File: config.mk
export PLATFORM = sky130hd
export DESIGN_NAME = muldiv_unit_flat
export DESIGN_NICKNAME = d
export VERILOG_FILES = /design/src/rtl/muldiv_if.sv /design/src/rtl/muldiv_unit.sv /design/src/flat_wrapper.sv
export SDC_FILE = /design/constraint.sdc
export NUM_CORES = 1
export LEC_CHECK = 0
export BUFFER_PORTS_ARGS = -buffer_cell sky130_fd_sc_hd__clkbuf_2
export CORE_AREA = 2 2 143 145
export CTS_CLUSTER_DIAMETER = 50
export DETAILED_ROUTE_END_ITERATION = 8
export DIE_AREA = 0 0 145 147
export PLACE_DENSITY = 0.82
export SLEW_MARGIN = 20
export SYNTH_ARGS = -nofsm -noshare
export SYNTH_HDL_FRONTEND = slang
export SYNTH_SLANG_ARGS = --single-unit
File: constraint.sdc
create_clock -name clk -period 10.1 [get_ports clk]
set_input_delay 1.01 -clock clk [delete_from_list [all_inputs] [get_ports clk]]
set_output_delay 1.01 -clock clk [all_outputs]
set_load 0.05 [all_outputs]
File: src/rtl/muldiv_if.sv
// EX-stage <-> muldiv_unit bundle: op launch, MTHI/MTLO writes, status and HI/LO readback.
interface muldiv_if #(
  parameter int WIDTH = 32
);
  logic             start;
  logic [1:0]       op;
  logic [WIDTH-1:0] rs;
  logic [WIDTH-1:0] rt;
  logic             hi_we;
  logic             lo_we;
  logic [WIDTH-1:0] wdata;
  logic             busy;
  logic             done;
  logic             dbz;
  logic [WIDTH-1:0] hi;
  logic [WIDTH-1:0] lo;

  modport master (
    output start, op, rs, rt, hi_we, lo_we, wdata,
    input  busy, done, dbz, hi, lo
  );

  modport slave (
    input  start, op, rs, rt, hi_we, lo_we, wdata,
    output busy, done, dbz, hi, lo
  );
endinterface

File: src/rtl/muldiv_unit.sv
// Iterative MIPS HI/LO multiply/divide built around one shared 32-bit adder.
// Define MULDIV_DIV_EN to include DIV/DIVU and the divide-by-zero flag.
module muldiv_unit #(
  parameter int               WIDTH      = 32,
  parameter logic [WIDTH-1:0] HILO_RESET = '0
) (
  input  logic     clk,
  input  logic     rst_n,
  muldiv_if.slave  bus
);

  typedef enum logic [1:0] {
    IDLE = 2'd0,
    RUN  = 2'd1,
    FIX  = 2'd2,
    DONE = 2'd3
  } state_t;

  state_t           state, state_nxt;
  logic [4:0]       cnt;
  logic             fix_ph;
  logic [WIDTH-1:0] acc_hi, acc_lo, mcand;
  logic             neg_lo, neg_hi, carry_sv;
  logic [WIDTH-1:0] hi_q, lo_q;

  logic             op_legal, accept, sign_op;
  logic [WIDTH-1:0] rs_abs, rt_abs;
  logic [WIDTH-1:0] run_hi, run_lo;

  logic [WIDTH-1:0] add_a, add_b, add_sum;
  logic             add_ci, add_co;

`ifdef MULDIV_DIV_EN
  logic is_div, div_zero, div_take, dbz_q;
  assign op_legal = 1'b1;
  assign div_zero = bus.op[1] && (bus.rt == '0);
`else
  assign op_legal = ~bus.op[1];
`endif

  assign accept  = (state == IDLE) && bus.start && op_legal;
  assign sign_op = ~bus.op[0];
  assign rs_abs  = (sign_op && bus.rs[WIDTH-1]) ? (~bus.rs + WIDTH'(1)) : bus.rs;
  assign rt_abs  = (sign_op && bus.rt[WIDTH-1]) ? (~bus.rt + WIDTH'(1)) : bus.rt;

  // The Add block: one operand pair plus carry-in per cycle; overflow is never needed.
  assign {add_co, add_sum} = {1'b0, add_a} + {1'b0, add_b} + {{WIDTH{1'b0}}, add_ci};

  always_comb begin
    // NOTE: every always_comb output gets a default first so no path can infer a latch.
    add_a  = acc_hi;
    add_b  = '0;
    add_ci = 1'b0;
    case (state)
      RUN: begin
        add_b = acc_lo[0] ? mcand : '0;
`ifdef MULDIV_DIV_EN
        if (is_div) begin
          add_a  = {acc_hi[WIDTH-2:0], acc_lo[WIDTH-1]};
          add_b  = ~mcand;
          add_ci = 1'b1;
        end
`endif
      end
      FIX: begin
        add_a  = fix_ph ? ~acc_hi : ~acc_lo;
        add_ci = fix_ph ? carry_sv : 1'b1;
      end
      default: ;
    endcase
  end

  // Multiply: adding zero when the multiplier bit is clear yields {0,acc_hi}, so the
  // shifted 65-bit {CF,sum,acc_lo} covers both branches of the step.
  always_comb begin
    run_hi = {add_co, add_sum[WIDTH-1:1]};
    run_lo = {add_sum[0], acc_lo[WIDTH-1:1]};
`ifdef MULDIV_DIV_EN
    div_take = acc_hi[WIDTH-1] | add_co;
    if (is_div) begin
      run_hi = div_take ? add_sum : {acc_hi[WIDTH-2:0], acc_lo[WIDTH-1]};
      run_lo = {acc_lo[WIDTH-2:0], div_take};
    end
`endif
  end

  always_comb begin
    state_nxt = state;
    case (state)
      IDLE: begin
        if (accept) state_nxt = RUN;
`ifdef MULDIV_DIV_EN
        if (accept && div_zero) state_nxt = DONE;
`endif
      end
      RUN:     if (cnt == '0) state_nxt = FIX;
      FIX:     if (fix_ph) state_nxt = DONE;
      DONE:    state_nxt = IDLE;
      default: state_nxt = IDLE;
    endcase
  end

  always_ff @(posedge clk or negedge rst_n) begin
    // NOTE: sequential state uses non-blocking assignments so every flop samples pre-edge values.
    if (!rst_n) state <= IDLE;
    else        state <= state_nxt;
  end

  always_ff @(posedge clk or negedge rst_n) begin
    if (!rst_n) begin
      cnt      <= '0;
      fix_ph   <= 1'b0;
      acc_hi   <= '0;
      acc_lo   <= '0;
      mcand    <= '0;
      neg_lo   <= 1'b0;
      neg_hi   <= 1'b0;
      carry_sv <= 1'b0;
      hi_q     <= HILO_RESET;
      lo_q     <= HILO_RESET;
`ifdef MULDIV_DIV_EN
      is_div   <= 1'b0;
      dbz_q    <= 1'b0;
`endif
    end else begin
      case (state)
        IDLE: begin
          if (bus.hi_we) hi_q <= bus.wdata;
          if (bus.lo_we) lo_q <= bus.wdata;
          if (accept) begin
            cnt    <= '1;
            fix_ph <= 1'b0;
            acc_hi <= '0;
            acc_lo <= rt_abs;
            mcand  <= rs_abs;
            neg_lo <= sign_op & (bus.rs[WIDTH-1] ^ bus.rt[WIDTH-1]);
            neg_hi <= sign_op & (bus.rs[WIDTH-1] ^ bus.rt[WIDTH-1]);
`ifdef MULDIV_DIV_EN
            is_div <= bus.op[1];
            dbz_q  <= div_zero;
            if (bus.op[1]) begin
              // Dividend shifts out of acc_lo into the remainder; the remainder sign follows rs.
              acc_lo <= rs_abs;
              mcand  <= rt_abs;
              neg_hi <= sign_op & bus.rs[WIDTH-1];
            end
`endif
          end
        end
        RUN: begin
          cnt    <= cnt - 5'd1;
          acc_hi <= run_hi;
          acc_lo <= run_lo;
        end
        FIX: begin
          fix_ph <= 1'b1;
          if (!fix_ph) begin
            if (neg_lo) acc_lo <= add_sum;
`ifdef MULDIV_DIV_EN
            carry_sv <= is_div | add_co;
`else
            carry_sv <= add_co;
`endif
          end else begin
            hi_q <= neg_hi ? add_sum : acc_hi;
            lo_q <= acc_lo;
          end
        end
        default: ;
      endcase
    end
  end

  assign bus.busy = (state != IDLE);
  assign bus.done = (state == DONE);
  assign bus.hi   = hi_q;
  assign bus.lo   = lo_q;
`ifdef MULDIV_DIV_EN
  assign bus.dbz  = dbz_q;
`else
  assign bus.dbz  = 1'b0;
`endif

endmodule

File: src/flat_wrapper.sv
// flat-port wrapper written by rule: the top's interface ports become plain ports
module muldiv_unit_flat 
#(
  parameter int               WIDTH      = 32,
  parameter logic [WIDTH-1:0] HILO_RESET = '0
)
  (clk, rst_n, bus_start, bus_op, bus_rs, bus_rt, bus_hi_we, bus_lo_we, bus_wdata, bus_busy, bus_done, bus_dbz, bus_hi, bus_lo);
  muldiv_if #(.WIDTH(WIDTH)) bus_i ();
  input  logic clk;
  input  logic rst_n;
  input wire logic [$bits(bus_i.start)-1:0] bus_start;
  input wire logic [$bits(bus_i.op)-1:0] bus_op;
  input wire logic [$bits(bus_i.rs)-1:0] bus_rs;
  input wire logic [$bits(bus_i.rt)-1:0] bus_rt;
  input wire logic [$bits(bus_i.hi_we)-1:0] bus_hi_we;
  input wire logic [$bits(bus_i.lo_we)-1:0] bus_lo_we;
  input wire logic [$bits(bus_i.wdata)-1:0] bus_wdata;
  output wire logic [$bits(bus_i.busy)-1:0] bus_busy;
  output wire logic [$bits(bus_i.done)-1:0] bus_done;
  output wire logic [$bits(bus_i.dbz)-1:0] bus_dbz;
  output wire logic [$bits(bus_i.hi)-1:0] bus_hi;
  output wire logic [$bits(bus_i.lo)-1:0] bus_lo;
  assign bus_i.start = bus_start;
  assign bus_i.op = bus_op;
  assign bus_i.rs = bus_rs;
  assign bus_i.rt = bus_rt;
  assign bus_i.hi_we = bus_hi_we;
  assign bus_i.lo_we = bus_lo_we;
  assign bus_i.wdata = bus_wdata;
  assign bus_busy = bus_i.busy;
  assign bus_done = bus_i.done;
  assign bus_dbz = bus_i.dbz;
  assign bus_hi = bus_i.hi;
  assign bus_lo = bus_i.lo;
  muldiv_unit #(.WIDTH(WIDTH), .HILO_RESET(HILO_RESET)) u_core (.clk(clk), .rst_n(rst_n), .bus(bus_i));
endmodule
* Word level (Yosys, flattened, before mapping)
Index checks and enable logic that the tools add are counted. W data, S select, Z words.
Word-level totals: output and inout port bits 67, bits in read-only memories 0, bits in latches 0, flip-flop bits (word level) 170, logic and storage cells 81, memory bits (writable) 0, bits of input ports 103, memories kept 0
Operators by class: bitwise logic cells 9, order comparisons 0, multipliers 0, add/sub/neg operators 5, eq/ne operators 10, divide/modulo/power cells 0, multiplexer cells 29, shift operators 0, reductions and logical operators 18
Operators with widths (count):
- $mux W32 | 15
- $pmux W32 S2 | 3
- $not A32 Y32 | 4
- $pmux W32 S3 | 1
- $add A32 B1 Y32 const B | 2
- $add A32 B32 Y33 | 1
- $add A33 B1 Y33 | 1
- $pmux W5 S2 | 1
- $reduce_and A3 Y1 | 3
- $ne A2 B1 Y1 const B | 4
- $pmux W2 S4 | 1
- $reduce_and A2 Y1 | 4
- $mux W2 | 3
- $ne A2 B2 Y1 const B | 3
- $reduce_bool A2 Y1 | 3
- $logic_not A5 Y1 | 1
- $mux W5 | 1
- $sub A5 B1 Y5 const B | 1
- $eq A2 B2 Y1 const B | 2
- $logic_and A1 B1 Y1 | 4
- $reduce_and A4 Y1 | 1
- $mux W1 | 3
- $not A1 Y1 | 3
- $reduce_bool A3 Y1 | 1
- other kinds (5) | 5

* Depth between registers and ports, before layout
Gate-level depths: netlist of run 1.
word-level depth 8, mapped depth 18, gate-level depth less buffers 15

* Worst setup path after synthesis of run 1
OpenSTA, ideal clock, no wires.
path kind flip-flop to flip-flop, start register u_core.state[0], end register u_core.hi_q[20], in the netlist u_core.bus.hi[20], arrival 4.409 ns, clock period less this slack 4.535 ns, setup time 0.126 ns, slack 5.565 ns, data required time 9.974 ns, stages on the path, launching flop included 18, path buffers 3, cell sequence dfrtp_1 inv_1 ha_1 clkbuf_1 clkbuf_1 buf_1 mux2_2 fa_1 fa_1 a21oi_1 o211ai_1 a21oi_1 o21a_1 o211a_1 nor2_1 xor2_1 mux2_2 a221o_1
On the way: word-level cells in the longest chain between the ends 7, elaborated cells on any way between the ends 15, classes of those cells add/sub: 2; eq/ne: 4; mux: 6; reduce/logical: 3
Ends and longest elaborated chain:
- from (decl) | RTL line muldiv_unit.sv:19 | state_t state, state_nxt;
- from (signal assigned) | RTL line muldiv_unit.sv:106 | else state <= state_nxt;
- $eq A2 B2 Y1 or $eq A2 B1 Y1 (tied branches) | RTL line muldiv_unit.sv:54, muldiv_unit.sv:126
- $mux W32 | RTL line muldiv_unit.sv:54 | case (state)
- $add A32 B32 Y33 | RTL line muldiv_unit.sv:47 | assign {add_co, add_sum} = {1'b0, add_a} + {1'b0, add_b} + {{WIDTH{1'b0}}, add_ci};
- $add A33 B1 Y33 | RTL line muldiv_unit.sv:47
- $mux W32 | RTL line muldiv_unit.sv:165 | hi_q <= neg_hi ? add_sum : acc_hi;
- $mux W32 | RTL line muldiv_unit.sv:157 | if (!fix_ph) begin
- $pmux W32 S2 | RTL line muldiv_unit.sv:126 | case (state)
- to (signal assigned) | RTL line muldiv_unit.sv:128 | if (bus.hi_we) hi_q <= bus.wdata;
- to (signal assigned) | RTL line muldiv_unit.sv:165
- to (decl) | RTL line muldiv_unit.sv:24 | logic [WIDTH-1:0] hi_q, lo_q;
Parallel ways exist; a longest one is shown, timed or not. The select of a mux whose other input is x is not followed. A chain may end at the register's enable or synchronous reset.

* Worst setup path after layout of run 1
start register u_core.state[0], end register u_core.hi_q[25], in the netlist u_core.bus.hi[25]
Same word-level chain as after synthesis.

==> out/metrics.csv, run 1 <==
stage;metric;value;unit
floorplan;row cnt;52;
logic_synthesis;Post-synth EDFFs;0;
timing;fin crit period;5.47;ns
pwr;Combinational Power Share;0.606;
pwr;Int Pwr;2360;µW
logic_synthesis;Synth Instances;1331;
timing;Fin. Hold Viols;0;
clock_network;post-CTS sizing;0;
timing;worst hold margin;0.475;ns
pwr;Sw Ratio;0.522;
routing;drt initial violations;1254;
pwr;Lkg Pwr;0.00613;µW
timing;final setup fails;0;
logic_synthesis;Unique masters post-synth;76;
clock_network;post-CTS setup buffer count;0;
floorplan;num ports;170;
routing;antenna viol nets, final;0;
routing;Vias;10800;
global_routing;Overflow after GRT;0;
logic_synthesis;most numerous cell in the Yosys netlist;dfrtp_1;
routing;vias per inst;6.27;
placement;DP HPWL;24200;µm
logic_synthesis;Synth Cell Area;0.0117;mm²
cells_and_area;ANT cells;0;
timing;Total Neg Setup Slack;0;ns
routing;Routed Wire Length;33500;µm
cells_and_area;Total Nets Final;1589;
pwr;Power, Total;4940;µW
logic_synthesis;synth top area cells;dfrtp_1 (36%), mux2i_1 (6.1%), a21oi_1 (5.9%);
logic_synthesis;Main synth FF type;dfrtp_1;
logic_synthesis;Avg Cell Area, Syn;8.77;µm²
clock_network;clock sink total;170;
clock_network;Max clock buf depth;2;
critical_path;kind of critical path;register to register;
pwr;power density over the cells;374;mW/mm²
floorplan;die area;0.0213;mm²
cells_and_area;Finished Core Util;0.666;
critical_path;Setup crit start kind;register;
global_routing;antenna violations before repair;0;
timing;clk_skew;0.00843;ns
worst_hold_path;HP Class;register to register;
routing;DR pass1 iterations;6;
routing;DRC violations left;0;
logic_synthesis;share of the synthesized area in the top cell type;0.365;
critical_path;CP arrival;5.73;ns
flow_run;max-cap check violation count;0;
pwr;Max VDD drop;188;µV
timing;setup ws final;4.63;ns
logic_synthesis;synth cell count leaders;dfrtp_1 (170), a21oi_1 (137), nand2_1 (125);
logic_synthesis;yosys warns;0;
pwr;Seq pwr share;0.259;
clock_network;CTS Root Cell;clkbuf_16;
logic_synthesis;ys async rst share;1.00;
global_routing;vias in the first global route;9826;
global_routing;first-pass GRT wire length;53700;µm
cells_and_area;share of layout cells above drive strength 1;0.188;
logic_synthesis;cell taking the most area after synthesis;dfrtp_1;
floorplan;die width;145;µm
timing;Final Cycle Share;0.542;
critical_path;Max Fanout on Critical Path;72;
global_routing;pin count of the biggest net entering global routing;100;
timing;slew of the pin with the lowest slew margin;1.04;ns
cells_and_area;area grow syn2layout;13.3;%
floorplan;Starting Density;0.588;
clock_network;Worst-path clk slew;0.07;ns
placement;GPL Wtd Cong;0.959;
timing;fin. max-slew vios;0;
timing;RSZ-0062 raised after global routing;false;
clock_network;clk_lat worst skew;0.44;ns
logic_synthesis;Syn Nets;1477;
status;status;completed;
floorplan;die height;147;µm
clock_network;H-Tree Level Count;4;
critical_path;Critical Path RT;10.36;ns
placement;Place WS;4.76;ns
timing;Slew Limit Headroom;0.303;
logic_synthesis;sequential area share after synthesis;0.365;
critical_path;Critical Path End Type;register;
global_routing;GRT Total Usage;0.316;
logic_synthesis;register bit total from synthesis;170;
timing;Max Clk Rate;183;MHz
placement;# port buffers;168;
clock_network;TritonCTS clock tree;built;
routing;routed len/inst;19.4;µm
pwr;Clock power frac;0.135;
clock_network;Hold Buf Count CTS;0;
floorplan;core area;0.0198;mm²
clock_network;TritonCTS buffer count;17;
pwr;Net Switching;2580;µW
## stage by stage
step           std cells  instance area (µm²)
2_1_floorplan       1331                11700
3_5_place_dp        1694                12600
3_3_place_gp        1694                12600
4_1_cts             1726                13200
6_report            1726                13200
5_1_grt             1726                13200
## logic make-up (layout without fill, tap and decap cells)
group,after synthesis,in the layout,share of synthesized area
DFF,170,170,0.365
and+or+nand+nor,374,374,0.156
muxes,104,104,0.0927
other,1,1,0.000321
buffers and inverters,122,247,0.0423
AOI/OAI and AO/OA,432,432,0.233
xor gates and xnor gates,85,85,0.0638
adders and majority gates,43,43,0.0474
## sequential cells by signal, indices dropped and copies added, names as in the netlist
register	flops
u_core.fix_ph	1
u_core.cnt	5
u_core.acc_hi	32
u_core.carry_sv	1
u_core.acc_lo	32
u_core.bus.lo	32
u_core.bus.hi	32
u_core.neg_lo	1
u_core.state	2
u_core.mcand	32
## critical path, stage by stage (launching register included)
cell and delay, ns:
dfrtp_1 0.42, inv_1 0.17, ha_4 0.77, buf_4 0.74, mux2_2 0.41, ha_1 0.37, a21oi_1 0.22, o21ai_0 0.17
a221oi_1 0.31, o31ai_1 0.11, nor2_1 0.28, a31oi_2 0.25, o311ai_0 0.84, a221oi_1 0.18
## placed cells by master (no fill, tap or decap), types with 7 or more instances in the layout
cell type / count
nor2b_1: 14
o22ai_1: 9
xor2_1: 36
xnor2_1: 49
dfrtp_1: 170
nor2_1: 107
inv_1: 32
o41ai_1: 7
ha_1: 39
and3_1: 40
mux2i_1: 71
a22o_1: 22
o31ai_1: 25
a221oi_1: 21
nand4_1: 13
o21ai_0: 119
mux2_2: 33
nand3_1: 9
clkbuf_16: 17
clkbuf_2: 167
nand2_1: 125
a31oi_1: 13
a21o_1: 21
a21oi_1: 136
buf_4: 14
or3_1: 9
nor3_1: 16
## area by class of cell
type                       count  area [µm²]
multi-input combinational   1039        6960
fill                        1599        6620
sequential                   170        4250
timing repair buffer         182         952
clock buffer                  23         478
tap                          270         338
inverter                      33         124
clock inverter                 9         115
## power groups by stage
stage          clock (µW)  combinational [µW]  sequential, µW
3_3_place_gp            0                2860            1260
5_1_grt               696                3230            1320
2_1_floorplan           0                1810            1620
6_report              667                3000            1280
4_1_cts               668                2940            1270
3_5_place_dp            0                2930            1280
## final timing paths
| path | slack (ns) | startpoint | cells after the start | to |
|---|---|---|---|---|
| max in group asynchronous | 7.94 | rst_n | 2 | u_core.bus.hi[11] |
| worst min register to register | 0.48 | u_core.mcand[15] | 2 | u_core.mcand[15] |
| worst max register to register | 4.63 | u_core.state[0] | 13 | u_core.bus.hi[25] |
| worst min-delay path | 0.48 | u_core.mcand[15] | 2 | u_core.mcand[15] |
| worst max-delay path | 4.63 | u_core.state[0] | 13 | u_core.bus.hi[25] |
| min in group asynchronous | 0.68 | rst_n | 1 | u_core.mcand[5] |
## metal layers
metal,track usage,part of all wire,vias to the layer above
li1,-,-,5067
met1,0.481,0.45,5051
met2,0.456,0.42,662
met3,0.0689,0.10,45
met4,0.0797,0.016,0
met5,0,0,-
Note: power is estimated with default switching activity, not from simulation.
==> run 2: changes to the inputs <==
--- a/config.mk
+++ b/config.mk
@@ -6,11 +6,11 @@
 export NUM_CORES = 1
 export LEC_CHECK = 0
 export BUFFER_PORTS_ARGS = -buffer_cell sky130_fd_sc_hd__clkbuf_2
-export CORE_AREA = 2 2 143 145
+export CORE_AREA = 2 2 152 154
 export CTS_CLUSTER_DIAMETER = 50
 export DETAILED_ROUTE_END_ITERATION = 8
-export DIE_AREA = 0 0 145 147
-export PLACE_DENSITY = 0.82
+export DIE_AREA = 0 0 154 156
+export PLACE_DENSITY = 0.77
 export SLEW_MARGIN = 20
 export SYNTH_ARGS = -nofsm -noshare
 export SYNTH_HDL_FRONTEND = slang
==> constraint.sdc (replaced) <==
create_clock -name clk -period 4.75 [get_ports clk]
set_input_delay 0.475 -clock clk [delete_from_list [all_inputs] [get_ports clk]]
set_output_delay 0.475 -clock clk [all_outputs]
set_load 0.05 [all_outputs]
==> out/metrics.csv, run 2 (synthesized netlist as in run 1, its figures left out) <==
stage;metric;value;unit
status;status;completed;
floorplan;num ports;170;
routing;DR pass1 iterations;5;
critical_path;RR Endpoint;u_core.acc_lo[28];
cells_and_area;Filler Cell Count;1949;
routing;drt initial violations;981;
cells_and_area;ANT cells;0;
timing;fin. max-slew vios;0;
routing;DRC violations left;0;
clock_network;Max clock buf depth;2;
floorplan;core area;0.0224;mm²
clock_network;TritonCTS clock tree;built;
routing;antenna viol nets, final;0;
placement;DP HPWL;25200;µm
routing;routed len/inst;19.6;µm
timing;Fin. Hold Viols;0;
critical_path;Worst Setup SP;u_core.state[0];
timing;Final Cycle Share;0.943;
cells_and_area;area occupied by multi-input gates;0.00696;mm²
floorplan;die area;0.0240;mm²
clock_network;CTS Root Cell;clkbuf_16;
critical_path;Critical Path End Type;register;
timing;Total Neg Setup Slack;0;ns
cells_and_area;share of layout cells above drive strength 1;0.195;
routing;Vias;10800;
routing;Routed Wire Length;34300;µm
critical_path;Max Fanout on Critical Path;78;
global_routing;first-pass GRT wire length;54500;µm
placement;dpl cells;1716;
cells_and_area;Total Nets Final;1598;
global_routing;vias in the first global route;9944;
clock_network;Worst-path clk slew;0.08;ns
critical_path;Reg2Reg Depth;15;
pwr;Lkg Pwr;0.00619;µW
timing;fin crit period;4.48;ns
clock_network;clk_lat worst skew;0.44;ns
clock_network;clock sink total;170;
pwr;Max VDD drop;375;µV
timing;RSZ-0062 raised after global routing;false;
timing;worst hold margin;0.295;ns
cells_and_area;Reg area;0.00426;mm²
clock_network;TritonCTS buffer count;17;
critical_path;Setup crit start kind;register;
cells_and_area;commonest non-fill, non-tap cell in the layout;dfrtp_1;
flow_run;max-cap check violation count;0;
floorplan;Starting Density;0.522;
global_routing;pin count of the biggest net entering global routing;107;
critical_path;Critical Path RT;5.09;ns
timing;slew of the pin with the lowest slew margin;1.07;ns
clock_network;H-Tree Level Count;4;
critical_path;r2r startpoint;u_core.state[0];
placement;GPL Wtd Cong;0.934;
floorplan;die height;156;µm
global_routing;Overflow after GRT;0;
placement;# port buffers;168;
critical_path;Worst Setup EP;u_core.acc_lo[28];
global_routing;antenna violations before repair;0;
cells_and_area;area grow syn2layout;14.3;%
floorplan;die width;154;µm
critical_path;slack of the worst reg-to-reg path;0.27;ns
critical_path;kind of critical path;register to register;
cells_and_area;Finished Core Util;0.597;
timing;Max Clk Rate;223;MHz
timing;clk_skew;0.0134;ns
worst_hold_path;HP Class;input pin to register;
pwr;power density over the cells;789;mW/mm²
timing;Slew Limit Headroom;0.279;
global_routing;GRT Total Usage;0.284;
routing;vias per inst;6.17;
floorplan;row cnt;55;
critical_path;CP arrival;4.82;ns
cells_and_area;most frequent cells in the layout;dfrtp_1 (169), clkbuf_2 (167), a21oi_1 (136);
timing;final setup fails;0;
cells_and_area;final cell count without fillers;1750;
run 2: what timing repair did:
action | CTS | global route
hold buffers | 0 | 1
endpoints found under the hold margin | 0 | 26
endpoints found under the setup margin | 0 | 3
resized for setup | 0 | 1
buffers inserted | 0 | 0
run 2: worst min-delay path by stage:
| stage | start | end | slack (ns) | cells past startpoint |
|---|---|---|---|---|
| floorplan | rst_n | u_core.acc_hi[0] | 0.18 | 0 |
| global placement | u_core.mcand[11] | u_core.mcand[11] | 0.45 | 2 |
| detailed placement | u_core.bus.hi[12] | u_core.bus.hi[12] | 0.46 | 2 |
| CTS | rst_n | u_core.acc_lo[28] | 0.20 | 1 |
| global route | bus_wdata[12] | u_core.bus.hi[12] | 0.32 | 3 |
| finish | bus_wdata[12] | u_core.bus.hi[12] | 0.29 | 3 |
run 2: final cells by class:
| cell class | count | area share |
|---|---|---|
| multi-input cells | 1039 | 0.522 |
| well taps | 285 | 0.0267 |
| inverters | 33 | 0.00928 |
| flip-flops and latches | 170 | 0.319 |
| clock buffers | 18 | 0.0329 |
| clock inverters | 14 | 0.0114 |
| repair buffers | 191 | 0.0790 |
run 2: power by group:
| part | switching [µW] | total (µW) | internal (µW) | leakage (µW) |
|---|---|---|---|---|
| sequential | 580 | 2720 | 2140 | 0.00206 |
| clock | 686 | 1400 | 716 | 0.000283 |
| combinational | 4320 | 6410 | 2100 | 0.00384 |
| total | 5580 | 10500 | 4950 | 0.00619 |
run 2: metrics by stage:
stage / setup WS, ns / cell area [µm²] / power, µW
3_3_place_gp: 0.469 / 12700 / 8860
4_1_cts: 0.279 / 13300 / 10400
6_report: 0.271 / 13300 / 10500
3_5_place_dp: 0.275 / 12700 / 9000
2_1_floorplan: 0.215 / 11700 / 7290
5_1_grt: 0.0448 / 13300 / 11200
run 2: critical path: stages (launching register included):
cell and delay (ns):
dfrtp_1 0.42, inv_1 0.17, ha_4 0.18, buf_12 0.34
buf_4 0.41, mux2_2 0.38, ha_1 0.39, nand2_1 0.11
nand2_1 0.06, a211o_1 0.30, nor3_1 0.25, a21oi_1 0.22
a2111o_1 0.45, o311ai_0 0.26, o21ai_0 0.22, o221a_2 0.18
run 2: metal layers:
metal | GRT usage | vias up | routed length (µm)
met5 | 0 | - | 0
met4 | 0.0828 | 0 | 585
met3 | 0.0575 | 39 | 3550
met2 | 0.409 | 609 | 14300
met1 | 0.431 | 5063 | 15900
li1 | - | 5092 | -
